--- src/rtl/fmaexparb_pkg.sv ---
// Shared types and sizes for the FMA product-exponent arbiter/pipeline.
// Holds exponent width/bias, tag width and the S1/S2 entry structs.
package fmaexparb_pkg;

    localparam int NE   = 11;
    localparam int BIAS = 1023;
    localparam int TAGW = 3;
    localparam int PW   = NE + 2;

    localparam logic [PW-1:0] BIAS_W = PW'(BIAS);

    typedef struct packed {
        logic            valid;
        logic [NE-1:0]   xe;
        logic [NE-1:0]   ye;
        logic            pzero;
        logic [TAGW-1:0] tag;
        logic            src;
    } s1_t;

    typedef struct packed {
        logic            valid;
        logic [PW-1:0]   pe;
        logic [TAGW-1:0] tag;
        logic            src;
    } s2_t;

endpackage

--- src/rtl/fmaexparb_if.sv ---
// Handshake bundle between two requesters, the arbiter and the consumer.
// master: requesters/consumer side; slave: the fmaexparb block.
interface fmaexparb_if;
    import fmaexparb_pkg::*;

    logic            Flush;
    logic            Req0Valid;
    logic            Req0Ready;
    logic [NE-1:0]   Req0Xe;
    logic [NE-1:0]   Req0Ye;
    logic            Req0XZero;
    logic            Req0YZero;
    logic [TAGW-1:0] Req0Tag;
    logic            Req1Valid;
    logic            Req1Ready;
    logic [NE-1:0]   Req1Xe;
    logic [NE-1:0]   Req1Ye;
    logic            Req1XZero;
    logic            Req1YZero;
    logic [TAGW-1:0] Req1Tag;
    logic            PeValid;
    logic            PeReady;
    logic [PW-1:0]   Pe;
    logic [TAGW-1:0] PeTag;
    logic            PeSrc;
    logic            Busy;

    modport master (
        output Flush,
        output Req0Valid, Req0Xe, Req0Ye, Req0XZero, Req0YZero, Req0Tag,
        output Req1Valid, Req1Xe, Req1Ye, Req1XZero, Req1YZero, Req1Tag,
        output PeReady,
        input  Req0Ready, Req1Ready,
        input  PeValid, Pe, PeTag, PeSrc, Busy
    );

    modport slave (
        input  Flush,
        input  Req0Valid, Req0Xe, Req0Ye, Req0XZero, Req0YZero, Req0Tag,
        input  Req1Valid, Req1Xe, Req1Ye, Req1XZero, Req1YZero, Req1Tag,
        input  PeReady,
        output Req0Ready, Req1Ready,
        output PeValid, Pe, PeTag, PeSrc, Busy
    );

endinterface

--- src/rtl/fmaexparb_fmaexpadd.sv ---
// Product exponent: Pe = pzero ? 0 : xe + ye - BIAS, modulo 2^(NE+2).
// Ports: xe, ye (NE), pzero (1) in; pe (NE+2) out.
module fmaexpadd
    import fmaexparb_pkg::*;
(
    input  logic [NE-1:0] xe,
    input  logic [NE-1:0] ye,
    input  logic          pzero,
    output logic [PW-1:0] pe
);

    logic [PW-1:0] sum;

    always_comb begin
        // Zero-extended add; a negative result shows up in two's complement.
        sum = {2'b00, xe} + {2'b00, ye} - BIAS_W;
        pe  = pzero ? '0 : sum;
    end

endmodule

--- src/rtl/fmaexparb.sv ---
// Two-requester arbiter and two-stage product-exponent pipeline.
// Ports: clk, reset (sync, active-high), bus (fmaexparb_if.slave).
// Define FMAEXPARB_RR_EN for round-robin; otherwise requester 0 wins.
module fmaexparb
    import fmaexparb_pkg::*;
(
    input  logic        clk,
    input  logic        reset,
    fmaexparb_if.slave  bus
);

    s1_t           s1;
    s2_t           s2;
    s1_t           new_s1;
    logic [PW-1:0] pe;
    logic          s1_adv;
    logic          s2_adv;
    logic          g0;
    logic          g1;
    logic          acc_ok;
    logic          accept;

`ifdef FMAEXPARB_RR_EN
    logic last_grant;
`endif

    assign s2_adv = !s2.valid | bus.PeReady;
    assign s1_adv = !s1.valid | s2_adv;
    assign acc_ok = s1_adv & !bus.Flush;

    always_comb begin
`ifdef FMAEXPARB_RR_EN
        // On contention grant whoever did not win last time.
        g0 = bus.Req0Valid & (!bus.Req1Valid | last_grant);
        g1 = bus.Req1Valid & (!bus.Req0Valid | !last_grant);
`else
        g0 = bus.Req0Valid;
        g1 = bus.Req1Valid & !bus.Req0Valid;
`endif
    end

    assign bus.Req0Ready = g0 & acc_ok;
    assign bus.Req1Ready = g1 & acc_ok;
    assign accept        = bus.Req0Ready | bus.Req1Ready;

    always_comb begin
        new_s1 = '0;
        new_s1.valid = 1'b1;
        if (bus.Req1Ready) begin
            new_s1.xe    = bus.Req1Xe;
            new_s1.ye    = bus.Req1Ye;
            new_s1.pzero = bus.Req1XZero | bus.Req1YZero;
            new_s1.tag   = bus.Req1Tag;
            new_s1.src   = 1'b1;
        end else begin
            new_s1.xe    = bus.Req0Xe;
            new_s1.ye    = bus.Req0Ye;
            new_s1.pzero = bus.Req0XZero | bus.Req0YZero;
            new_s1.tag   = bus.Req0Tag;
            new_s1.src   = 1'b0;
        end
    end

    fmaexpadd u_add (
        .xe    (s1.xe),
        .ye    (s1.ye),
        .pzero (s1.pzero),
        .pe    (pe)
    );

    always_ff @(posedge clk) begin
        if (reset) begin
            s1 <= '0;
            s2 <= '0;
        end else if (bus.Flush) begin
            s1.valid <= 1'b0;
            s2.valid <= 1'b0;
        end else begin
            if (s2_adv) begin
                s2.valid <= s1.valid;
                // Payload only loads on a real entry so idle cycles keep it.
                if (s1.valid) begin
                    s2.pe  <= pe;
                    s2.tag <= s1.tag;
                    s2.src <= s1.src;
                end
            end
            if (s1_adv) begin
                if (accept) s1 <= new_s1;
                else        s1.valid <= 1'b0;
            end
        end
    end

`ifdef FMAEXPARB_RR_EN
    // accept is already low in a flush cycle, so flush leaves this alone.
    always_ff @(posedge clk) begin
        if (reset)       last_grant <= 1'b1;
        else if (accept) last_grant <= bus.Req1Ready;
    end
`endif

    assign bus.PeValid = s2.valid;
    assign bus.Pe      = s2.pe;
    assign bus.PeTag   = s2.tag;
    assign bus.PeSrc   = s2.src;
    assign bus.Busy    = s1.valid | s2.valid;

endmodule

--- src/flat_wrapper.sv ---
// flat-port wrapper written by rule: the top's interface ports become plain ports
module fmaexparb_flat import fmaexparb_pkg::*;
  (clk, reset, bus_Flush, bus_Req0Valid, bus_Req0Xe, bus_Req0Ye, bus_Req0XZero, bus_Req0YZero, bus_Req0Tag, bus_Req1Valid, bus_Req1Xe, bus_Req1Ye, bus_Req1XZero, bus_Req1YZero, bus_Req1Tag, bus_PeReady, bus_Req0Ready, bus_Req1Ready, bus_PeValid, bus_Pe, bus_PeTag, bus_PeSrc, bus_Busy);
  fmaexparb_if bus_i ();
  input  logic clk;
  input  logic reset;
  input wire logic [$bits(bus_i.Flush)-1:0] bus_Flush;
  input wire logic [$bits(bus_i.Req0Valid)-1:0] bus_Req0Valid;
  input wire logic [$bits(bus_i.Req0Xe)-1:0] bus_Req0Xe;
  input wire logic [$bits(bus_i.Req0Ye)-1:0] bus_Req0Ye;
  input wire logic [$bits(bus_i.Req0XZero)-1:0] bus_Req0XZero;
  input wire logic [$bits(bus_i.Req0YZero)-1:0] bus_Req0YZero;
  input wire logic [$bits(bus_i.Req0Tag)-1:0] bus_Req0Tag;
  input wire logic [$bits(bus_i.Req1Valid)-1:0] bus_Req1Valid;
  input wire logic [$bits(bus_i.Req1Xe)-1:0] bus_Req1Xe;
  input wire logic [$bits(bus_i.Req1Ye)-1:0] bus_Req1Ye;
  input wire logic [$bits(bus_i.Req1XZero)-1:0] bus_Req1XZero;
  input wire logic [$bits(bus_i.Req1YZero)-1:0] bus_Req1YZero;
  input wire logic [$bits(bus_i.Req1Tag)-1:0] bus_Req1Tag;
  input wire logic [$bits(bus_i.PeReady)-1:0] bus_PeReady;
  output wire logic [$bits(bus_i.Req0Ready)-1:0] bus_Req0Ready;
  output wire logic [$bits(bus_i.Req1Ready)-1:0] bus_Req1Ready;
  output wire logic [$bits(bus_i.PeValid)-1:0] bus_PeValid;
  output wire logic [$bits(bus_i.Pe)-1:0] bus_Pe;
  output wire logic [$bits(bus_i.PeTag)-1:0] bus_PeTag;
  output wire logic [$bits(bus_i.PeSrc)-1:0] bus_PeSrc;
  output wire logic [$bits(bus_i.Busy)-1:0] bus_Busy;
  assign bus_i.Flush = bus_Flush;
  assign bus_i.Req0Valid = bus_Req0Valid;
  assign bus_i.Req0Xe = bus_Req0Xe;
  assign bus_i.Req0Ye = bus_Req0Ye;
  assign bus_i.Req0XZero = bus_Req0XZero;
  assign bus_i.Req0YZero = bus_Req0YZero;
  assign bus_i.Req0Tag = bus_Req0Tag;
  assign bus_i.Req1Valid = bus_Req1Valid;
  assign bus_i.Req1Xe = bus_Req1Xe;
  assign bus_i.Req1Ye = bus_Req1Ye;
  assign bus_i.Req1XZero = bus_Req1XZero;
  assign bus_i.Req1YZero = bus_Req1YZero;
  assign bus_i.Req1Tag = bus_Req1Tag;
  assign bus_i.PeReady = bus_PeReady;
  assign bus_Req0Ready = bus_i.Req0Ready;
  assign bus_Req1Ready = bus_i.Req1Ready;
  assign bus_PeValid = bus_i.PeValid;
  assign bus_Pe = bus_i.Pe;
  assign bus_PeTag = bus_i.PeTag;
  assign bus_PeSrc = bus_i.PeSrc;
  assign bus_Busy = bus_i.Busy;
  fmaexparb u_core (.clk(clk), .reset(reset), .bus(bus_i));
endmodule
--- config.mk ---
export PLATFORM = sky130hd
export DESIGN_NAME = fmaexparb_flat
export DESIGN_NICKNAME = d
export VERILOG_FILES = /design/src/rtl/fmaexparb_pkg.sv /design/src/rtl/fmaexparb_if.sv /design/src/rtl/fmaexparb_fmaexpadd.sv /design/src/rtl/fmaexparb.sv /design/src/flat_wrapper.sv
export SDC_FILE = /design/constraint.sdc
export NUM_CORES = 1
export LEC_CHECK = 0
export CORE_MARGIN = 1
export CORE_UTILIZATION = 38
export DETAILED_ROUTE_END_ITERATION = 16
export PLACE_DENSITY = 0.79
export SLEW_MARGIN = 20
export SYNTH_ARGS = -nofsm -noshare
export SYNTH_HDL_FRONTEND = slang
export SYNTH_SLANG_ARGS = --single-unit
--- constraint.sdc ---
create_clock -name clk -period 5 [get_ports clk]
set_input_delay 1.5 -clock clk [delete_from_list [all_inputs] [get_ports clk]]
set_output_delay 1.5 -clock clk [all_outputs]
set_load 0.05 [all_outputs]
==> flow_summary_export.csv, run 1 <==
group,metric,value,unit
status,status,"completed",
sta,slew_headroom,0.636,
global_routing,largest_net_degree_at_the_start_of_global_routing,54,
drt,total_drc_errors_in_the_routed_layout,0,
yosys,syn_nets,373,
sta,setup_viol,0,
drt,dr_total_vias,2374,
floorplan,design.die.area,7310,sq um
drt,wire_per_inst,12.7,um
yosys,synth_seq_area_share,0.348,
sta,finalHoldViolations,0,
global_routing,grt_overflow,0,
sta,final_max_slew_viol_count,0,
drt,dr.pass1.iters,4,
pwr,power_leakage,1.42,nW
sta,fmax,236,MHz
layout,fill_cells,618,
yosys,synth-seq-cells,46,
sta,totalNegativeSetupSlack,0,ns
yosys,synthCells,300,
drt,ant_nets,0,
drt,vias_per_cell,5.21,
clocking,number_of_buffers_created_by_cts,5,
layout,design.final.nets,449,
clocking,tritoncts,"yes",
setup_path,cp_cell_sequence,"clkdlybuf4s50_1 > nor2b_1 > a21oi_1 > nand2_1 > nor2_4 > buf_12",
setup_path,worst_path_largest_cell_delay,0.45,ns
clocking,ctsLongestPathBuffers,2,
floorplan,floorplan.io_pins,81,
place,routabilityCongestion,0.806,
yosys,synth_cell_type_count,53,
drt,detail_route.wirelength,5780,um
place,placement.io_buffers,80,
global_routing,antenna_found_initial,0,
yosys,synth_area,2650,sq um
layout,layout_cells_sized_above_1,0.0745,
yosys,yosys_synthesis_warning_count,0,
sta,finClkSkew,0.00558,ns
clocking,clock_latency,0.30,ns
clocking,clkSinkCount,46,
setup_path,timing.critical_path.arrival,2.73,ns
sta,setup_repair_after_global_routing_missed_its_margin,"false",
pwr,ir_drop,129,uV
clocking,cts-resized-gates,0,
floorplan,fp-row-count,30,
layout,layout-area-overhead-vs-synth,37.3,%
floorplan,fp.dieW,85.5,um
clocking,ctsRootBufferMaster,"sky130_fd_sc_hd__clkbuf_8",
setup_path,path_class,"in -> out",
setup_path,cpMaxStageDelayCell,"sky130_fd_sc_hd__clkdlybuf4s50_1",
floorplan,die_height,85.5,um
floorplan,core,6760,sq um
worst_hold_path,hold_path_class,"reg -> reg",
layout,layout_common_cells,"78 x sky130_fd_sc_hd__clkdlybuf4s50_1, 52 x sky130_fd_sc_hd__nor2_1, 46 x sky130_fd_sc_hd__dfxtp_1, 29 x sky130_fd_sc_hd__mux2i_1, 25 x sky130_fd_sc_hd__a211oi_1",
setup_path,path_buf_inv,2,
clocking,cts_setup_buffers,0,
place,dp.final_hpwl,4550,um
layout,final_common_cell,"sky130_fd_sc_hd__clkdlybuf4s50_1",
yosys,synth-edff-count,0,
clocking,htreeDepth,2,
yosys,dominantRegCellSynth,"sky130_fd_sc_hd__dfxtp_1",
yosys,asyncSetResetFlopFracSynth,0,
run,drv_cap,0,
global_routing,grt_usage,0.161,
setup_path,timing.critical_path.from_type,"input port",
floorplan,initial_core_util,0.392,
setup_path,required,3.50,ns
place,pre_cts_slack,0.771,ns
yosys,synthesis.area_per_instance,8.83,sq um
pwr,pwr_density_cell,252,nW/um^2
setup_path,cp_top_family,"buffers and inverters",
sta,finalWorstSetupSlack,0.770,ns
setup_path,end_kind,"output pin",
setup_path,worst-r2r-setup-slack,2.32,ns
sta,final_worst_path_period_share,0.846,
global_routing,wire_length_of_the_first_global_routing_pass,9570,um
clocking,clkSlewWorstSetupHoldPaths,0.08,ns
setup_path,critPathMaxFanout,4,
drt,drt_iter0_drc,80,
sta,worst_pin_slew,0.542,ns
global_routing,grt_pass1_vias,2163,
layout,antenna_diodes,0,
sta,final_period_minus_worst_setup_slack,4.23,ns
clocking,hold_buffers,0,
[report_power, final]
group	internal [mW]	switching (mW)	total [mW]
logic	0.117	0.122	0.238
registers	0.386	0.0122	0.399
clock network	0.160	0.119	0.279
total	0.663	0.252	0.915
[worst reg2reg max path, stage by stage (launching register included)]
cell and delay [ns]:
sky130_fd_sc_hd__dfxtp_1 0.35, sky130_fd_sc_hd__ha_1 0.21, sky130_fd_sc_hd__inv_1 0.07, sky130_fd_sc_hd__fa_1 0.39
sky130_fd_sc_hd__and2b_1 0.25, sky130_fd_sc_hd__o22ai_1 0.10, sky130_fd_sc_hd__xnor2_1 0.33, sky130_fd_sc_hd__nand3_1 0.21
sky130_fd_sc_hd__nor4_4 0.24, sky130_fd_sc_hd__nor3_1 0.08, sky130_fd_sc_hd__a311o_1 0.33
[state kept, by name (all words and copies together), names as in the netlist]
signal and flops:
u_core.bus.PeTag 3, u_core.bus.PeValid 1, u_core.bus.PeSrc 1, u_core.s1 28, u_core.bus.Pe 13
[metrics by stage]
stage / cell area, sq um / std cells / total power, mW / hold slack (ns) / utilization
floorplan: 2650 / 300 / 0.560 / 0.461 / -
global placement: 3520 / 449 / 0.637 / 0.446 / 0.521
detailed placement: 3520 / 449 / 0.644 / 0.448 / 0.521
finish: 3640 / 456 / 0.915 / 0.457 / 0.538
CTS: 3640 / 456 / 0.921 / 0.467 / 0.538
global route: 3640 / 456 / 0.960 / 0.487 / 0.538
[layer usage]
metal	up-vias	share of wire	GRT usage
li1	1241	-	-
met1	1062	0.46	0.206
met2	64	0.48	0.275
met3	7	0.042	0.0241
met4	0	0.019	0.0621
met5	-	0	0
[synthesized netlist by cell type, drive strengths merged, types with 2 or more instances]
master	instances	area, sq um
inv	8	30.0
and3	2	12.5
xnor2	8	70.1
ha	12	150
nor2	53	206
a211o	2	17.5
nand3	7	35.0
a21oi	14	77.6
xor2	8	70.1
a211oi	26	200
nand2	11	41.3
clkbuf	13	48.8
dfxtp	46	921
and2	3	21.3
or2	2	12.5
o211a	2	27.5
a22oi	5	37.5
o21ai	8	43.8
buf	2	15.0
o21a	3	22.5
nor2b	2	12.5
nor3	8	45.0
nand4	2	12.5
nand2b	3	18.8
o22ai	3	25.0
mux2i	29	290
[worst paths after layout]
check	start	end	depth (start not counted)
min reg2reg	u_core.bus.Pe[10]	u_core.bus.Pe[10]	2
min	u_core.bus.Pe[10]	u_core.bus.Pe[10]	2
max reg2reg	u_core.s1[16]	u_core.bus.Pe[9]	10
max	bus_PeReady	bus_Req1Ready	6
[cell type report]
type	count	area, sq um	share of cell area
tap	80	100	0.0275
timing repair buffer	84	838	0.231
sequential	46	921	0.253
inverter	8	30.0	0.00826
clock inverter	1	30.0	0.00826
clock buffer	6	82.6	0.0227
multi-input combinational	231	1630	0.449
[logic make-up after synthesis]
logic type      after synthesis  share of synthesized area
buf+inv                      23                     0.0354
xor+xnor                     16                     0.0529
flops                        46                      0.348
mux                          30                      0.115
simple gates                100                      0.184
compound gates               72                      0.201
fa+ha+maj                    13                     0.0642
Power figures use the tool's default switching activity.
==> run 2, diff against run 1 <==
==> constraint.sdc (replaced) <==
create_clock -name clk -period 4 [get_ports clk]
set_input_delay 1.2 -clock clk [delete_from_list [all_inputs] [get_ports clk]]
set_output_delay 1.2 -clock clk [all_outputs]
set_load 0.05 [all_outputs]
==> run 2 against run 1 <==
  * Design area unchanged
  * Setup slack got worse by 0.45 ns
  * Worst hold slack improved by 0.0031 ns
  * Sequential power increased by 25%
  * Register-to-register slack got worse by 1.1 ns
  * Via count increased by 1.1%
  * Utilization unchanged
  * Count of clock-buffer cells in the layout decreased by 1
  * Die area unchanged
  * Clock power increased by 4%
  * Largest power group unchanged
  * Highest routed layer unchanged
==> flow_summary_export.csv, run 2 (synthesized netlist as in run 1, its figures left out) <==
group,metric,value,unit
global_routing,grt_usage,0.171,
sta,setup_repair_after_global_routing_missed_its_margin,"false",
clocking,hold_buffers,0,
pwr,switching_share,0.308,
drt,dr_total_vias,2399,
clocking,clkSinkCount,46,
drt,vias_per_cell,5.24,
layout,layout_cells_sized_above_1,0.0794,
floorplan,initial_core_util,0.392,
layout,regMostFlops,"u_core.s1",
sta,setup_viol,0,
layout,antenna_diodes,0,
layout,largest_reg_flops,28,
global_routing,grt_pass1_vias,2215,
pwr,relative_contribution_of_combinational_cells_to_total_power,0.275,
layout,layout_common_cells,"78 x sky130_fd_sc_hd__clkdlybuf4s50_1, 52 x sky130_fd_sc_hd__nor2_1, 46 x sky130_fd_sc_hd__dfxtp_1, 29 x sky130_fd_sc_hd__mux2i_1, 25 x sky130_fd_sc_hd__a211oi_1",
global_routing,antenna_found_initial,0,
layout,instances_no_fill,458,
place,postPlaceCellArea,3540,sq um
sta,finalWorstSetupSlack,0.321,ns
pwr,power.share.sequential,0.458,
sta,fmax,272,MHz
sta,finClkSkew,0.0104,ns
layout,final_common_cell,"sky130_fd_sc_hd__clkdlybuf4s50_1",
global_routing,grt_overflow,0,
worst_hold_path,hold-path-cell-count,2,
clocking,number_of_buffers_created_by_cts,5,
pwr,power.share.clock,0.267,
global_routing,wire_length_of_the_first_global_routing_pass,10100,um
pwr,internal-power,0.755,mW
pwr,ir_drop,126,uV
place,placement.io_buffers,80,
sta,finalHoldViolations,0,
drt,ant_nets,0,
floorplan,core,6760,sq um
run,drv_cap,0,
clocking,clkSlewWorstSetupHoldPaths,0.08,ns
drt,wire_per_inst,13.1,um
sta,final_worst_path_period_share,0.920,
drt,drt_iter0_drc,73,
setup_path,worstReg2RegEnd,"u_core.bus.Pe[9]",
setup_path,path_class,"in -> out",
clocking,htreeDepth,2,
place,dp.final_hpwl,4640,um
drt,detail_route.wirelength,5980,um
clocking,cts-resized-gates,0,
setup_path,crit_start,"bus_PeReady",
sta,slew_headroom,0.620,
clocking,tritoncts,"yes",
floorplan,fp.dieW,85.5,um
place,routabilityCongestion,0.809,
place,post-place-cells,450,
place,pre_cts_slack,0.358,ns
drt,total_drc_errors_in_the_routed_layout,0,
setup_path,critPathMaxFanout,4,
sta,final_period_minus_worst_setup_slack,3.68,ns
pwr,pwr_density_cell,300,nW/um^2
layout,layout-area-overhead-vs-synth,37.3,%
sta,hold_ws,0.461,ns
worst_hold_path,worstHoldStart,"u_core.bus.Pe[12]",
pwr,power.total,1.09,mW
layout,design.final.nets,450,
global_routing,largest_net_degree_at_the_start_of_global_routing,54,
setup_path,r2r_start,"u_core.s1[16]",
pwr,switchingPower,0.336,mW
layout,post-route-cell-area,3640,sq um
setup_path,end_kind,"output pin",
sta,totalNegativeSetupSlack,0,ns
layout,layout.core_utilization,0.538,
sta,worst_pin_slew,0.565,ns
setup_path,timing.critical_path.from_type,"input port",
floorplan,die_height,85.5,um
floorplan,design.die.area,7310,sq um
setup_path,required,2.80,ns
status,status,"completed",
setup_path,worst_r2r_path_depth,10,
setup_path,timing.critical_path.arrival,2.48,ns
floorplan,floorplan.io_pins,81,
worst_hold_path,hold_path_class,"reg -> reg",
setup_path,worst-r2r-setup-slack,1.23,ns
pwr,power_leakage,1.41,nW
drt,dr.pass1.iters,4,
worst_hold_path,holdPathEnd,"u_core.bus.Pe[12]",
clocking,clock_latency,0.31,ns
clocking,cts_setup_buffers,0,
floorplan,fp-row-count,30,
sta,final_max_slew_viol_count,0,
clocking,ctsRootBufferMaster,"sky130_fd_sc_hd__clkbuf_8",
clocking,ctsLongestPathBuffers,2,
run 2: how the worst max path moves through the flow:
stage          cells past startpoint  slack [ns]             to
2_1_floorplan                      5        0.63  bus_Req1Ready
3_3_place_gp                       6        0.42  bus_Req1Ready
3_5_place_dp                       6        0.36  bus_Req1Ready
4_1_cts                            6        0.32  bus_Req1Ready
5_1_grt                            6        0.22  bus_Req1Ready
6_report                           6        0.32  bus_Req1Ready
run 2: power groups by stage:
stage,clock [mW],combinational [mW],sequential [mW]
after floorplan,0,0.182,0.518
after global placement,0,0.289,0.508
after detailed placement,0,0.298,0.510
after CTS,0.297,0.301,0.499
after global routing,0.318,0.330,0.502
final,0.291,0.300,0.499
run 2: critical path: stages:
cell and delay [ns]:
sky130_fd_sc_hd__clkdlybuf4s50_1 0.45, sky130_fd_sc_hd__nor2b_1 0.07, sky130_fd_sc_hd__a21oi_1 0.33, sky130_fd_sc_hd__nand2_1 0.15, sky130_fd_sc_hd__nor2_4 0.14, sky130_fd_sc_hd__buf_12 0.15
run 2: metal layers:
| metal | GRT usage | part of all wire | wire, um |
|---|---|---|---|
| met5 | 0 | 0 | 0 |
| met4 | 0.0576 | 0.014 | 82 |
| met3 | 0.0327 | 0.044 | 265 |
| met2 | 0.286 | 0.49 | 2910 |
| met1 | 0.221 | 0.46 | 2720 |
run 2: area by class of cell:
class | count | area [sq um]
timing repair buffer | 85 | 858
clock inverter | 3 | 23.8
tap | 80 | 100
inverter | 8 | 30.0
clock buffer | 5 | 68.8
fill | 636 | 3120
sequential | 46 | 921
multi-input combinational | 231 | 1630
==> run 3, diff against run 2 <==
--- a/config.mk
+++ b/config.mk
@@ -9,6 +9,7 @@
 export CORE_UTILIZATION = 38
 export DETAILED_ROUTE_END_ITERATION = 16
 export PLACE_DENSITY = 0.79
+export SKIP_LAST_GASP = 1
 export SLEW_MARGIN = 20
 export SYNTH_ARGS = -nofsm -noshare
 export SYNTH_HDL_FRONTEND = slang
==> results of run 3 <==
The final DEF is identical to that of run 2; final timing and power are the same.
